==> config.mk <==
export PLATFORM = sky130hd
export DESIGN_NAME = muller_c_hs_driver
export DESIGN_NICKNAME = d
export VERILOG_FILES = /design/src/rtl/muller_c_pkg.sv /design/src/rtl/muller_c_sync.sv /design/src/rtl/muller_c_hs_driver.sv
export SDC_FILE = /design/constraint.sdc
export NUM_CORES = 1
export LEC_CHECK = 0
export BUFFER_PORTS_ARGS = -buffer_cell sky130_fd_sc_hd__buf_2
export CORE_MARGIN = 1
export CORE_UTILIZATION = 55
export CTS_CLUSTER_DIAMETER = 150
export CTS_CLUSTER_SIZE = 40
export DETAILED_ROUTE_END_ITERATION = 10
export GPL_TIMING_DRIVEN = 0
export PLACE_DENSITY = 0.73
export SKIP_LAST_GASP = 1
export SLEW_MARGIN = 0
export SYNTH_ARGS = -nofsm -noshare
export SYNTH_HDL_FRONTEND = slang
export SYNTH_SLANG_ARGS = --single-unit
==> constraint.sdc <==
create_clock -name wb_clk_i -period 4.4 [get_ports wb_clk_i]
set_clock_uncertainty 0.1 [all_clocks]
set_input_delay 1.1 -clock wb_clk_i [delete_from_list [all_inputs] [get_ports wb_clk_i]]
set_output_delay 1.1 -clock wb_clk_i [all_outputs]
set_load 0.05 [all_outputs]
==> src/rtl/muller_c_pkg.sv <==
// Shared types and default constants for the Muller C-element handshake driver.
package muller_c_pkg;

    // Four-phase handshake sequencer states.
    typedef enum logic [2:0] {
        IDLE,
        RISE,
        WAIT_HI,
        FALL,
        WAIT_LO
    } hs_state_e;

    localparam int unsigned DEF_N_IN        = 2;
    localparam int unsigned DEF_TIMEOUT     = 200;
    localparam int unsigned DEF_STAGGER_GAP = 4;

endpackage : muller_c_pkg

==> src/rtl/muller_c_sync.sv <==
// Single-bit multi-flop synchronizer for the asynchronous C-element output.
module muller_c_sync #(
    parameter int unsigned SYNC_STAGES = 2
) (
    input  logic clk_i,
    input  logic rst_i,
    input  logic d_i,
    output logic q_o
);

    logic [SYNC_STAGES-1:0] sync_q;

    // Shift the raw input through the flop chain; the last flop is the clean copy.
    always_ff @(posedge clk_i or posedge rst_i) begin
        if (rst_i) begin
            sync_q <= '0;
        end else begin
            sync_q <= {sync_q[SYNC_STAGES-2:0], d_i};
        end
    end

    assign q_o = sync_q[SYNC_STAGES-1];

endmodule : muller_c_sync

==> src/rtl/muller_c_hs_driver.sv <==
// Four-phase stimulus driver for a Muller C-element: raises all inputs, waits
// for the output to rise, lowers all inputs, waits for it to fall, repeats.
// Counts handshakes, tracks worst-case response latency and flags timeouts and
// premature output transitions.
// Optional build macro MULLER_HS_STAGGER_EN: raise/lower the inputs one at a
// time (LSB first, STAGGER_GAP cycles apart) to exercise the C-element hold state.
module muller_c_hs_driver
    import muller_c_pkg::*;
#(
    parameter int unsigned N_IN        = DEF_N_IN,
    parameter int unsigned SYNC_STAGES = 2,
    parameter int unsigned TIMEOUT_W   = 8,
    parameter int unsigned TIMEOUT     = DEF_TIMEOUT,
    parameter int unsigned CNT_W       = 16,
    parameter int unsigned STAGGER_GAP = DEF_STAGGER_GAP
) (
    input  logic                 wb_clk_i,
    input  logic                 wb_rst_i,
    input  logic                 start_i,
    input  logic                 stop_i,
    input  logic [CNT_W-1:0]     n_cycles_i,
    input  logic                 c_out_i,
    output logic [N_IN-1:0]      c_in_o,
    output logic                 busy_o,
    output logic                 done_o,
    output logic [CNT_W-1:0]     cycles_done_o,
    output logic [TIMEOUT_W-1:0] lat_max_o,
    output logic                 err_timeout_o,
    output logic                 err_premature_o
);

`ifdef MULLER_HS_STAGGER_EN
    localparam int unsigned IDX_W = $clog2(N_IN + 1);
    localparam int unsigned GAP_W = $clog2(STAGGER_GAP + 1);
    // Only bit 0 moves on entry to RISE/FALL; the rest follow one per gap.
    localparam logic [N_IN-1:0] RISE_ENTRY = N_IN'(1);
    localparam logic [N_IN-1:0] FALL_ENTRY = ~N_IN'(1);
`else
    localparam logic [N_IN-1:0] RISE_ENTRY = '1;
    localparam logic [N_IN-1:0] FALL_ENTRY = '0;
`endif

    localparam logic [TIMEOUT_W-1:0] TIMER_ONE = TIMEOUT_W'(1);
    localparam logic [TIMEOUT_W-1:0] TIMER_MAX = TIMEOUT_W'(TIMEOUT);

    hs_state_e            state_q, state_d;
    logic [N_IN-1:0]      c_in_q, c_in_d;
    logic [TIMEOUT_W-1:0] timer_q, timer_d;
    logic [TIMEOUT_W-1:0] lat_q, lat_d;
    logic [CNT_W-1:0]     cnt_q, cnt_d;
    logic [CNT_W-1:0]     cnt_inc;
    logic [CNT_W-1:0]     ncyc_q, ncyc_d;
    logic                 err_to_q, err_to_d;
    logic                 err_pre_q, err_pre_d;
    logic                 stop_q, stop_d;
    logic                 done_q, done_d;
    logic                 c_sync;
`ifdef MULLER_HS_STAGGER_EN
    logic [IDX_W-1:0]     idx_q, idx_d;
    logic [GAP_W-1:0]     gap_q, gap_d;
`endif

    muller_c_sync #(
        .SYNC_STAGES(SYNC_STAGES)
    ) u_sync (
        .clk_i (wb_clk_i),
        .rst_i (wb_rst_i),
        .d_i   (c_out_i),
        .q_o   (c_sync)
    );

    // Completed-handshake count, held at all-ones instead of wrapping.
    assign cnt_inc = (&cnt_q) ? cnt_q : cnt_q + 1'b1;

    // NOTE: every variable gets a default before the case so no path leaves
    // one unassigned, which would otherwise infer a latch.
    // Next-state, output and bookkeeping logic for the handshake sequencer.
    always_comb begin
        state_d   = state_q;
        c_in_d    = c_in_q;
        timer_d   = timer_q;
        lat_d     = lat_q;
        cnt_d     = cnt_q;
        ncyc_d    = ncyc_q;
        err_to_d  = err_to_q;
        err_pre_d = err_pre_q;
        stop_d    = stop_q;
        done_d    = 1'b0;
`ifdef MULLER_HS_STAGGER_EN
        idx_d     = idx_q;
        gap_d     = gap_q;
`endif

        if (state_q != IDLE && stop_i) begin
            stop_d = 1'b1;
        end

        case (state_q)
            IDLE: begin
                if (start_i && !c_sync) begin
                    state_d   = RISE;
                    c_in_d    = RISE_ENTRY;
                    cnt_d     = '0;
                    lat_d     = '0;
                    err_to_d  = 1'b0;
                    err_pre_d = 1'b0;
                    ncyc_d    = n_cycles_i;
                    // A stop arriving with the start limits the run to one handshake.
                    stop_d    = stop_i;
`ifdef MULLER_HS_STAGGER_EN
                    idx_d     = IDX_W'(1);
                    gap_d     = GAP_W'(1);
`endif
                end
            end

            RISE: begin
                if (c_sync && !(&c_in_q)) begin
                    err_pre_d = 1'b1;
                end
`ifdef MULLER_HS_STAGGER_EN
                if (gap_q == GAP_W'(STAGGER_GAP)) begin
                    if (idx_q == IDX_W'(N_IN)) begin
                        state_d = WAIT_HI;
                        timer_d = TIMER_ONE;
                    end else begin
                        c_in_d = c_in_q | (N_IN'(1) << idx_q);
                        idx_d  = idx_q + 1'b1;
                        gap_d  = GAP_W'(1);
                    end
                end else begin
                    gap_d = gap_q + 1'b1;
                end
`else
                state_d = WAIT_HI;
                timer_d = TIMER_ONE;
`endif
            end

            WAIT_HI: begin
                if (c_sync) begin
                    if (timer_q > lat_q) begin
                        lat_d = timer_q;
                    end
                    state_d = FALL;
                    c_in_d  = FALL_ENTRY;
`ifdef MULLER_HS_STAGGER_EN
                    idx_d   = IDX_W'(1);
                    gap_d   = GAP_W'(1);
`endif
                end else if (timer_q == TIMER_MAX) begin
                    err_to_d = 1'b1;
                    c_in_d   = '0;
                    state_d  = IDLE;
                    done_d   = 1'b1;
                    stop_d   = 1'b0;
                end else begin
                    // Never passes TIMEOUT: reaching it always leaves this state.
                    timer_d = timer_q + 1'b1;
                end
            end

            FALL: begin
                if (!c_sync && (|c_in_q)) begin
                    err_pre_d = 1'b1;
                end
`ifdef MULLER_HS_STAGGER_EN
                if (gap_q == GAP_W'(STAGGER_GAP)) begin
                    if (idx_q == IDX_W'(N_IN)) begin
                        state_d = WAIT_LO;
                        timer_d = TIMER_ONE;
                    end else begin
                        c_in_d = c_in_q & ~(N_IN'(1) << idx_q);
                        idx_d  = idx_q + 1'b1;
                        gap_d  = GAP_W'(1);
                    end
                end else begin
                    gap_d = gap_q + 1'b1;
                end
`else
                state_d = WAIT_LO;
                timer_d = TIMER_ONE;
`endif
            end

            WAIT_LO: begin
                if (!c_sync) begin
                    if (timer_q > lat_q) begin
                        lat_d = timer_q;
                    end
                    cnt_d = cnt_inc;
                    if ((ncyc_q != '0 && cnt_inc == ncyc_q) || stop_q) begin
                        state_d = IDLE;
                        done_d  = 1'b1;
                        stop_d  = 1'b0;
                    end else begin
                        state_d = RISE;
                        c_in_d  = RISE_ENTRY;
`ifdef MULLER_HS_STAGGER_EN
                        idx_d   = IDX_W'(1);
                        gap_d   = GAP_W'(1);
`endif
                    end
                end else if (timer_q == TIMER_MAX) begin
                    err_to_d = 1'b1;
                    c_in_d   = '0;
                    state_d  = IDLE;
                    done_d   = 1'b1;
                    stop_d   = 1'b0;
                end else begin
                    timer_d = timer_q + 1'b1;
                end
            end

            default: begin
                state_d = IDLE;
                c_in_d  = '0;
            end
        endcase
    end

    // NOTE: state registers use non-blocking assignments so every flop samples
    // the values from before the edge, independent of statement order.
    // Sequencer state and all registered outputs.
    always_ff @(posedge wb_clk_i or posedge wb_rst_i) begin
        if (wb_rst_i) begin
            state_q   <= IDLE;
            c_in_q    <= '0;
            timer_q   <= '0;
            lat_q     <= '0;
            cnt_q     <= '0;
            ncyc_q    <= '0;
            err_to_q  <= 1'b0;
            err_pre_q <= 1'b0;
            stop_q    <= 1'b0;
            done_q    <= 1'b0;
        end else begin
            state_q   <= state_d;
            c_in_q    <= c_in_d;
            timer_q   <= timer_d;
            lat_q     <= lat_d;
            cnt_q     <= cnt_d;
            ncyc_q    <= ncyc_d;
            err_to_q  <= err_to_d;
            err_pre_q <= err_pre_d;
            stop_q    <= stop_d;
            done_q    <= done_d;
        end
    end

`ifdef MULLER_HS_STAGGER_EN
    // Stagger position: next input bit to move and cycles since the last move.
    always_ff @(posedge wb_clk_i or posedge wb_rst_i) begin
        if (wb_rst_i) begin
            idx_q <= '0;
            gap_q <= '0;
        end else begin
            idx_q <= idx_d;
            gap_q <= gap_d;
        end
    end
`endif

    assign c_in_o          = c_in_q;
    assign busy_o          = (state_q != IDLE);
    assign done_o          = done_q;
    assign cycles_done_o   = cnt_q;
    assign lat_max_o       = lat_q;
    assign err_timeout_o   = err_to_q;
    assign err_premature_o = err_pre_q;

endmodule : muller_c_hs_driver

# Yosys cells after proc, flatten, opt, wreduce, memory -nomap -nowiden
# Cells that the tools add are included.
classes:
  multipliers: 0
  n_addsub: 2
  shifts: 0
  bitwise_logic: 1
  n_reduce_logical: 26
  n_mux: 45
  div_mod_pow: 0
  n_eq_ne: 14
  magnitude_cmp: 1
op_table:
  columns: ["cell", "n"]
  rows:
  - ["8-bit two-way mux", 7]
  - ["16-bit two-way mux", 3]
  - ["8-bit one-hot mux with 3 select lines", 2]
  - ["16-bit one-hot mux with 2 select lines", 1]
  - ["1-bit two-way mux", 17]
  - ["16-bit by 1-bit adder with 16-bit output (second input constant)", 1]
  - ["16-bit == test", 1]
  - ["16-bit AND reduction", 1]
  - ["16-bit nonzero test", 1]
  - ["3-bit one-hot mux with 5 select lines", 1]
  - ["3-bit two-way mux", 4]
  - ["4-bit AND reduction", 3]
  - ["3-bit nonzero test", 4]
  - ["2-bit two-way mux", 5]
  - ["2-bit != test (second input constant)", 5]
  - ["1-bit one-hot mux with 3 select lines", 3]
  - ["3-bit AND reduction", 3]
  - ["8-bit by 1-bit adder with 8-bit output (second input constant)", 1]
  - ["8-bit == test (second input constant)", 1]
  - ["8-bit > comparator", 1]
  - ["2-bit one-hot mux with 4 select lines", 1]
  - ["3-bit by 2-bit == test with 1-bit output (second input constant)", 2]
  - ["1-bit logical AND", 5]
  - ["2-bit by 1-bit != test with 1-bit output (second input constant)", 2]
  - ["11 further kinds", 14]
word_totals:
  out_inout_bits: 30
  mem_count: 0
  latchBits: 0
  word_cells: 100
  ramBits: 0
  mem_bits_ro: 0
  reg_bits: 59

# Longest topological paths before layout
# Gate-level depths: netlist of the first run.
depth:
  depth_word: 8
  ltp_mapped: 11
  ltp_nobuf: 10

# Hierarchy
# Synthesis of the first run repeated with hierarchy kept, for this count alone.
hier_totals:
  cells_unflattened: 457
  hier_area_um2: 3838.7
modules_own_cells:
  columns: ["mod", "n_inst", "seq_area_each_um2", "cells_each", "area_each_um2"]
  rows:
  - ["muller_c_hs_driver", 1, 1426.4, 454, 3784.9]
  - ["muller_c_sync", 1, 50.0, 3, 53.8]

# Worst setup path before layout of the first run
# OpenSTA, ideal clock, no wires.
synth_path:
  path_kind: "flip-flop to flip-flop"
  start: "register cnt_q[1] (netlist: cycles_done_o[1])"
  end: "register state_q[0]"
  t_arrival_ns: 2.787
  stages_incl_launch_ff: 11
  n_path_buf: 1
  synth_period_minus_slack_ns: 3.024
  setup_slack_ns: 1.376
  path_cell_list: "dfrtp_1 -> ha_1 -> nand4_4 -> or4_4 -> buf_6 -> and3_1 -> nor4_2 -> nand4_1 -> nor4_2 -> or4_1 -> a31oi_1"
synth_between:
  elab_chain_cells: 8
synth_rtl:
  columns: ["element", "line", "text"]
  rows:
  - ["from (decl)", "muller_c_hs_driver.sv:50", "logic [CNT_W-1:0] cnt_q, cnt_d;"]
  - ["from (signal assigned)", "muller_c_hs_driver.sv:242", "cnt_q <= cnt_d;"]
  - ["16-bit by 1-bit adder with 16-bit output or 16-bit AND reduction (tied branches)", "muller_c_hs_driver.sv:73", "assign cnt_inc = (&cnt_q) ? cnt_q : cnt_q + 1'b1;"]
  - ["16-bit two-way mux (*)", "muller_c_hs_driver.sv:73", null]
  - ["16-bit == test (*)", "muller_c_hs_driver.sv:192", "if ((ncyc_q != '0 && cnt_inc == ncyc_q) || stop_q) begin"]
  - ["1-bit logical AND (*)", "muller_c_hs_driver.sv:192", null]
  - ["1-bit logical OR (*)", "muller_c_hs_driver.sv:192", null]
  - ["1-bit two-way mux (*)", "muller_c_hs_driver.sv:192", null]
  - ["3-bit two-way mux (*)", "muller_c_hs_driver.sv:187", "if (!c_sync) begin"]
  - ["3-bit one-hot mux with 5 select lines (*)", "muller_c_hs_driver.sv:98", "case (state_q)"]
  - ["to (signal assigned)", "muller_c_hs_driver.sv:238", "state_q <= state_d;"]
  - ["to (decl)", "muller_c_hs_driver.sv:46", "hs_state_e state_q, state_d;"]
# Mark *: on every way between the ends. The rest lies on a longest branch, timed or not.
# A chain may end at the register's enable or synchronous reset.

# Worst setup path after layout of the first run
# Same ends and word-level chain as after synthesis.

==> results.md, run 1 <==
* ANT cells at 0
* Post-layout minimum cycle time at 3430 ps
* Main area contributors after synthesis: dfrtp_1 40%, nand2_1 8.1%, ha_1 3.7%
* Top_reg_cell synth: dfrtp_1
* Fin. Hold Viols at 0
* Post-synth top area share at 0.398
* Slew margin rel. at 0.294
* Initial DRT Pass Iterations at 8
* R2R Path End: state_q[0]$_DFFE_PP0N_
* Synth warnings at 0
* Netlist cell types at 64
* Die Wd at 84.2 um
* Dpl cells at 557
* Rows at 29
* CP Capture Type: flop
* Port-buffer cells at 50
* Initial antenna violation count at 0
* Wire length per cell at 16.5 um
* FF-to-FF path depth at 10
* Asr flop ratio synth at 1.00
* PostCTS Resize Cnt at 0
* Die area at 7080 um^2
* Hold slack at 253 ps
* Number of global-route vias before repair at 3189
* Root Driver: clkbuf_8
* Crit path DAT at 3550 ps
* Hold Buf Count CTS at 0
* Max Slew Vio Count at 0
* PwrDens at 607 nW/um^2
* Max FO, Critical Path at 10
* Ratio of cells with drive above 1 in the final layout at 0.198
* Seq/Total Area, Yosys at 0.398
* Synth cell count leaders: 80 x nand2_1, 59 x dfrtp_1, 31 x nor2_1, 23 x o21ai_0, 20 x a21oi_1
* Final-report setup violation count at 0
* GRT overflow at 0
* Leakage at 0.00204 uW
* Worst Hold End: u_sync.sync_q[1]$_DFF_PP0_
* CP max stage cell: or4_4
* Hold Path Cell Cnt at 0
* Failing checks: DRC
* HP Start: u_sync.sync_q[0]$_DFF_PP0_
* Fin cells at 573
* Final setup TNS at 0 ps
* Crit path top cell by count: nor4_2
* Startpoint Class: flop
* Drc violations at 6
* Period utilisation layout at 0.780
* Number of post-CTS setup repair buffers at 0
* Reg-to-Reg Start: cycles_done_o[1]$_DFFE_PP0P_
* Cell count after synthesis at 429
* H-tree lvl count at 3
* CTS tree: built
* 1st-iter DRT viols at 296
* Top-count cell post-synth: nand2_1
* R2R setup slack at 970 ps
* Worst Path Required at 4520 ps
* Mapped Nets at 461
* Reg clk slew, reported paths at 70 ps
* Final HPWL DP at 6790 um
* Nets@finish at 523
* Core area at 6420 um^2
* Sink Count at 59
* Syn Std Cell Area at 3710 um^2
* Worst slew pin tran at 1040 ps
* GRT Resource Usage Total at 0.292
* I/O pins at 51
* Peak Freq at 0.291 GHz
* Yosys reg bits at 59
* Global-route wire length before repair at 16000 um
* Cell taking the most area after synthesis: dfrtp_1
* Post-synth EDFFs at 0
* Via/cell ratio at 5.99
* RSZ-0062 raised after global routing: no
* Cell Chain, Critical Path: ha_1 > nand4_4 > or4_4 > buf_6 > and3_1 > nor4_2 > nand4_1 > nor4_2 > or4_1 > a31oi_1
* Via count at 3431
* Delay of the slowest cell on the worst path at 570 ps
* Worst setup slack after layout at 969 ps
* Pre-CTS setup slack at 1070 ps
* Routability congestion estimate at 0.937
* Setup CP Type: flop to flop
* Latest clock arrival within the worst-skew pair at 350 ps
* Post-synthesis to final-layout area growth at 16.3%
* Routed WL at 9480 um
* Average size of a mapped cell at 8.66 um^2
* Bufs and invs on worst path at 1
* Outcome: complete, but fails checks
* Final Util at 0.672
* Bufs on Longest Clock Path at 2
* Top Family by Delay on Critical Path: simple AND/OR/NAND/NOR gates
* Hold WC Path Type: flop to flop
* Max cap viols at 0
* Starting Density at 0.578
* DIE HEIGHT at 84.2 um
* Routed Antenna Nets at 0
* CTS buffer count at 9
* Largest vdd supply drop at 0.345 mV
* Pin count of the biggest net entering global routing at 42
cell families (layout without fill, tap and decap cells):
group,after synthesis,count (layout),synth area share
AOI/OAI and AO/OA,80,80,0.135
xor gates and xnor gates,25,25,0.0610
adders and majority gates,11,11,0.0371
buffers and inverters,37,104,0.0435
DFF,59,59,0.398
muxes,17,17,0.0478
and+or+nand+nor,200,200,0.278
placed cells by master, fill, tap and decap left out, types with 4 or more instances in the layout:
cell type	instances
mux2i_1	13
nand4_1	15
a31oi_1	11
nor4_1	8
nor3_1	11
buf_2	56
o31ai_1	4
ha_1	11
and3_1	5
a21oi_1	20
xnor2_1	10
o21ai_0	23
or3_1	4
xor2_1	14
clkbuf_1	13
nor2_1	31
dfrtp_1	59
nand3_1	13
inv_1	14
clkbuf_8	12
nand2_1	80
sequential cells by signal (all words and copies together), names as in the netlist, 2 cells and up:
register and count:
u_sync.sync_q 2, lat_max_o 8, c_in_o 2, timer_q 8
state_q 3, cycles_done_o 16, ncyc_q 16
layout make-up:
cell class              instances  area [um^2]
clock buffers                  13          169
plain buffers                  22          105
fillers                       559         2100
flip-flops and latches         59         1480
clock inverters                 3         68.8
well taps                      77         96.3
multi-input cells             333         2080
inverters                      15         56.3
repair buffers                 51          270
how the worst max path moves through the flow:
stage	startpoint	end	slack (ps)	cells after the start
floorplan	cycles_done_o[1]$_DFFE_PP0P_	state_q[0]$_DFFE_PP0N_	1380	10
global placement	wb_rst_i	state_q[0]$_DFFE_PP0N_	1020	2
detailed placement	cycles_done_o[1]$_DFFE_PP0P_	state_q[0]$_DFFE_PP0N_	1070	10
CTS	cycles_done_o[1]$_DFFE_PP0P_	state_q[0]$_DFFE_PP0N_	1030	10
global route	cycles_done_o[1]$_DFFE_PP0P_	state_q[0]$_DFFE_PP0N_	810	10
finish	cycles_done_o[1]$_DFFE_PP0P_	state_q[0]$_DFFE_PP0N_	970	10
where the power goes:
group | internal (uW) | total (uW) | switching [uW]
Combinational | 418 | 1140 | 721
Sequential | 689 | 881 | 192
Clock | 367 | 600 | 233
Total | 1470 | 2620 | 1150
per-layer routing:
layer	wire length [um]	track usage
met1	4690	0.438
met2	4010	0.422
met3	641	0.0600
met4	132	0.0987
met5	0	0
metrics by stage:
| stage | total power [uW] | cell area, um^2 |
|---|---|---|
| floorplan | 1720 | 3710 |
| global placement | 1980 | 4060 |
| detailed placement | 2010 | 4080 |
| CTS | 2610 | 4320 |
| global route | 2790 | 4320 |
| finish | 2620 | 4320 |
Note: power is estimated with default switching activity, not from simulation.
==> inputs of run 2 (changes only) <==
--- a/config.mk
+++ b/config.mk
@@ -7,12 +7,12 @@
 export LEC_CHECK = 0
 export BUFFER_PORTS_ARGS = -buffer_cell sky130_fd_sc_hd__buf_2
 export CORE_MARGIN = 1
-export CORE_UTILIZATION = 55
+export CORE_UTILIZATION = 52
 export CTS_CLUSTER_DIAMETER = 150
 export CTS_CLUSTER_SIZE = 40
 export DETAILED_ROUTE_END_ITERATION = 10
 export GPL_TIMING_DRIVEN = 0
-export PLACE_DENSITY = 0.73
+export PLACE_DENSITY = 0.72
 export SKIP_LAST_GASP = 1
 export SLEW_MARGIN = 0
 export SYNTH_ARGS = -nofsm -noshare
==> constraint.sdc (replaced) <==
create_clock -name wb_clk_i -period 2.83 [get_ports wb_clk_i]
set_clock_uncertainty 0.1 [all_clocks]
set_input_delay 0.7075 -clock wb_clk_i [delete_from_list [all_inputs] [get_ports wb_clk_i]]
set_output_delay 0.7075 -clock wb_clk_i [all_outputs]
set_load 0.05 [all_outputs]
==> run 2 against run 1 <==
The flow now finishes without violations. Cell count grew 4.5%. Wire length grew 0.80%. Non-clock buffer count grew 8. Global-route usage shrank 1.5 points. Via count grew 1.5%. Setup slack lost 880 ps. Hold slack gained 34 ps. Register-to-register slack lost 880 ps. Cell area grew 3.7%. Maximum frequency grew 25%. Highest routed layer unchanged. Largest power group unchanged. Total power grew 55%.
==> results.md, run 2 (synthesis results as in run 1) <==
* Bufs and invs on worst path at 1
* Delay of the slowest cell on the worst path at 500 ps
* Commonest non-fill, non-tap cell in the layout: nand2_1
* DIE HEIGHT at 86.5 um
* H-tree lvl count at 3
* Hold WC Path Type: flop to flop
* CP max stage cell: or4_1
* Comb pwr share at 0.449
* Die Wd at 86.5 um
* CP Capture Type: flop
* Sink Count at 59
* CTS buffer count at 9
* HP Start: u_sync.sync_q[0]$_DFF_PP0_
* Most frequent cells in the layout: 80 x nand2_1, 52 x dfrtp_1, 50 x buf_2, 31 x nor2_1, 23 x o21ai_0
* Period utilisation layout at 0.969
* Worst Hold End: u_sync.sync_q[1]$_DFF_PP0_
* Nets@finish at 531
* Pre-CTS setup slack at -143 ps
* Routability congestion estimate at 0.933
* Crit path DAT at 2900 ps
* Final HPWL DP at 6730 um
* Int Power at 2270 uW
* Ratio of cells with drive above 1 in the final layout at 0.249
* Clock share of power at 0.214
* RSZ-0062 raised after global routing: yes
* Starting Density at 0.544
* Worst setup slack after layout at 87.3 ps
* Core area at 6830 um^2
* Sequential share of power at 0.337
* Routed WL at 9560 um
* GRT overflow at 0
* Root Driver: clkbuf_8
* GRT Resource Usage Total at 0.277
* Final-report setup violation count at 0
* Die area at 7480 um^2
* Cell Chain, Critical Path: buf_4 > and4_4 > nand3_2 > or4_1 > a222oi_1 > nand4_1 > nor4_4 > o311ai_1 > a21oi_1
* Worst Path Required at 2990 ps
* Post-synthesis to final-layout area growth at 20.6%
* ANT cells at 0
* Reg-to-Reg Start: cycles_done_o[5]$_DFFE_PP0P_
* Latest clock arrival within the worst-skew pair at 340 ps
* Initial antenna violation count at 0
* Fillers at 614
* Via count at 3483
* Port-buffer cells at 50
* Via/cell ratio at 5.81
* CTS tree: built
* Drc violations at 0
* PwrDens at 906 nW/um^2
* Setup CP Type: flop to flop
* Global-route wire length before repair at 15900 um
* I/O pins at 51
* Hold slack at 287 ps
* R2R setup slack at 90 ps
* Startpoint Class: flop
* Bufs on Longest Clock Path at 2
* Rows at 30
* Outcome: completed
* Routed Antenna Nets at 0
* R2R Path End: done_o$_DFF_PP0_
* Max FO, Critical Path at 10
* FF-to-FF path depth at 9
* Leakage at 0.00207 uW
* Top Family by Delay on Critical Path: simple AND/OR/NAND/NOR gates
* Max Slew Vio Count at 0
* 1st-iter DRT viols at 408
* Hold Buf Count CTS at 0
* Largest vdd supply drop at 0.547 mV
* Max cap viols at 0
* Worst slew pin tran at 751 ps
* Reg clk slew, reported paths at 70 ps
* Wire length per cell at 16.0 um
* Hold Path Cell Cnt at 0
* Final setup TNS at 0 ps
* Number of global-route vias before repair at 3184
* Fin. Hold Viols at 0
* Slew margin rel. at 0.498
* Post-layout minimum cycle time at 2740 ps
* Sw power at 1780 uW
* Switching share of total power at 0.440
* Pin count of the biggest net entering global routing at 35
* Peak Freq at 0.365 GHz
* Initial DRT Pass Iterations at 5
-- run 2: through the flow --
stage	utilization	std cells	instance area, um^2	total power, uW
finish	0.655	599	4480	4060
global route	0.655	599	4480	4340
CTS	0.649	600	4430	4050
detailed placement	0.601	576	4110	3130
global placement	0.599	575	4090	3080
floorplan	-	429	3720	2680
-- run 2: how the worst max path moves through the flow --
stage / startpoint / to / slack (ps) / depth (start not counted)
after floorplan: cycles_done_o[5]$_DFFE_PP0P_ / state_q[0]$_DFFE_PP0N_ / 8 / 10
after global placement: wb_rst_i / cycles_done_o[0]$_DFFE_PP0P_ / -390 / 2
after detailed placement: cycles_done_o[0]$_DFFE_PP0P_ / done_o$_DFF_PP0_ / -140 / 9
after CTS: cycles_done_o[2]$_DFFE_PP0P_ / done_o$_DFF_PP0_ / 2 / 9
after global routing: cycles_done_o[12]$_DFFE_PP0P_ / done_o$_DFF_PP0_ / -20 / 10
final: cycles_done_o[5]$_DFFE_PP0P_ / done_o$_DFF_PP0_ / 90 / 9
-- run 2: area by class of cell --
class,count,area [um^2],area share
clock inverter,5,77.6,0.0173
multi-input combinational,333,2150,0.479
buffer,21,118,0.0263
tap,96,120,0.0268
inverter,15,56.3,0.0126
timing repair buffer,60,338,0.0754
sequential,59,1490,0.332
clock buffer,10,138,0.0307
-- run 2: worst reg2reg max path, delay by kind of cell, from the launching register on --
kind / cells / cell delay (ps)
AO/OA/AOI/OAI: 3 / 580
buffers and inverters: 1 / 180
flip-flops: 1 / 340
AND/OR/NAND/NOR: 5 / 1470
-- run 2: metal layers --
layer | track usage | vias to the layer above | wire [um]
met5 | 0 | - | 0
met4 | 0.0773 | 0 | 138
met3 | 0.0514 | 17 | 752
met2 | 0.403 | 143 | 4130
met1 | 0.419 | 1653 | 4540
li1 | - | 1670 | -
-- run 2: timing repair --
item	CTS	global route
pin swaps	6	6
gates resized for setup	11	17
endpoints found under the setup margin	5	23
setup buffers	9	0
-- run 2: power by group through the flow --
stage | Combinational (uW) | Sequential [uW] | Clock (uW)
floorplan | 1150 | 1530 | 0
global placement | 1710 | 1380 | 0
detailed placement | 1740 | 1380 | 0
CTS | 1820 | 1360 | 875
global route | 2030 | 1390 | 917
finish | 1820 | 1370 | 867
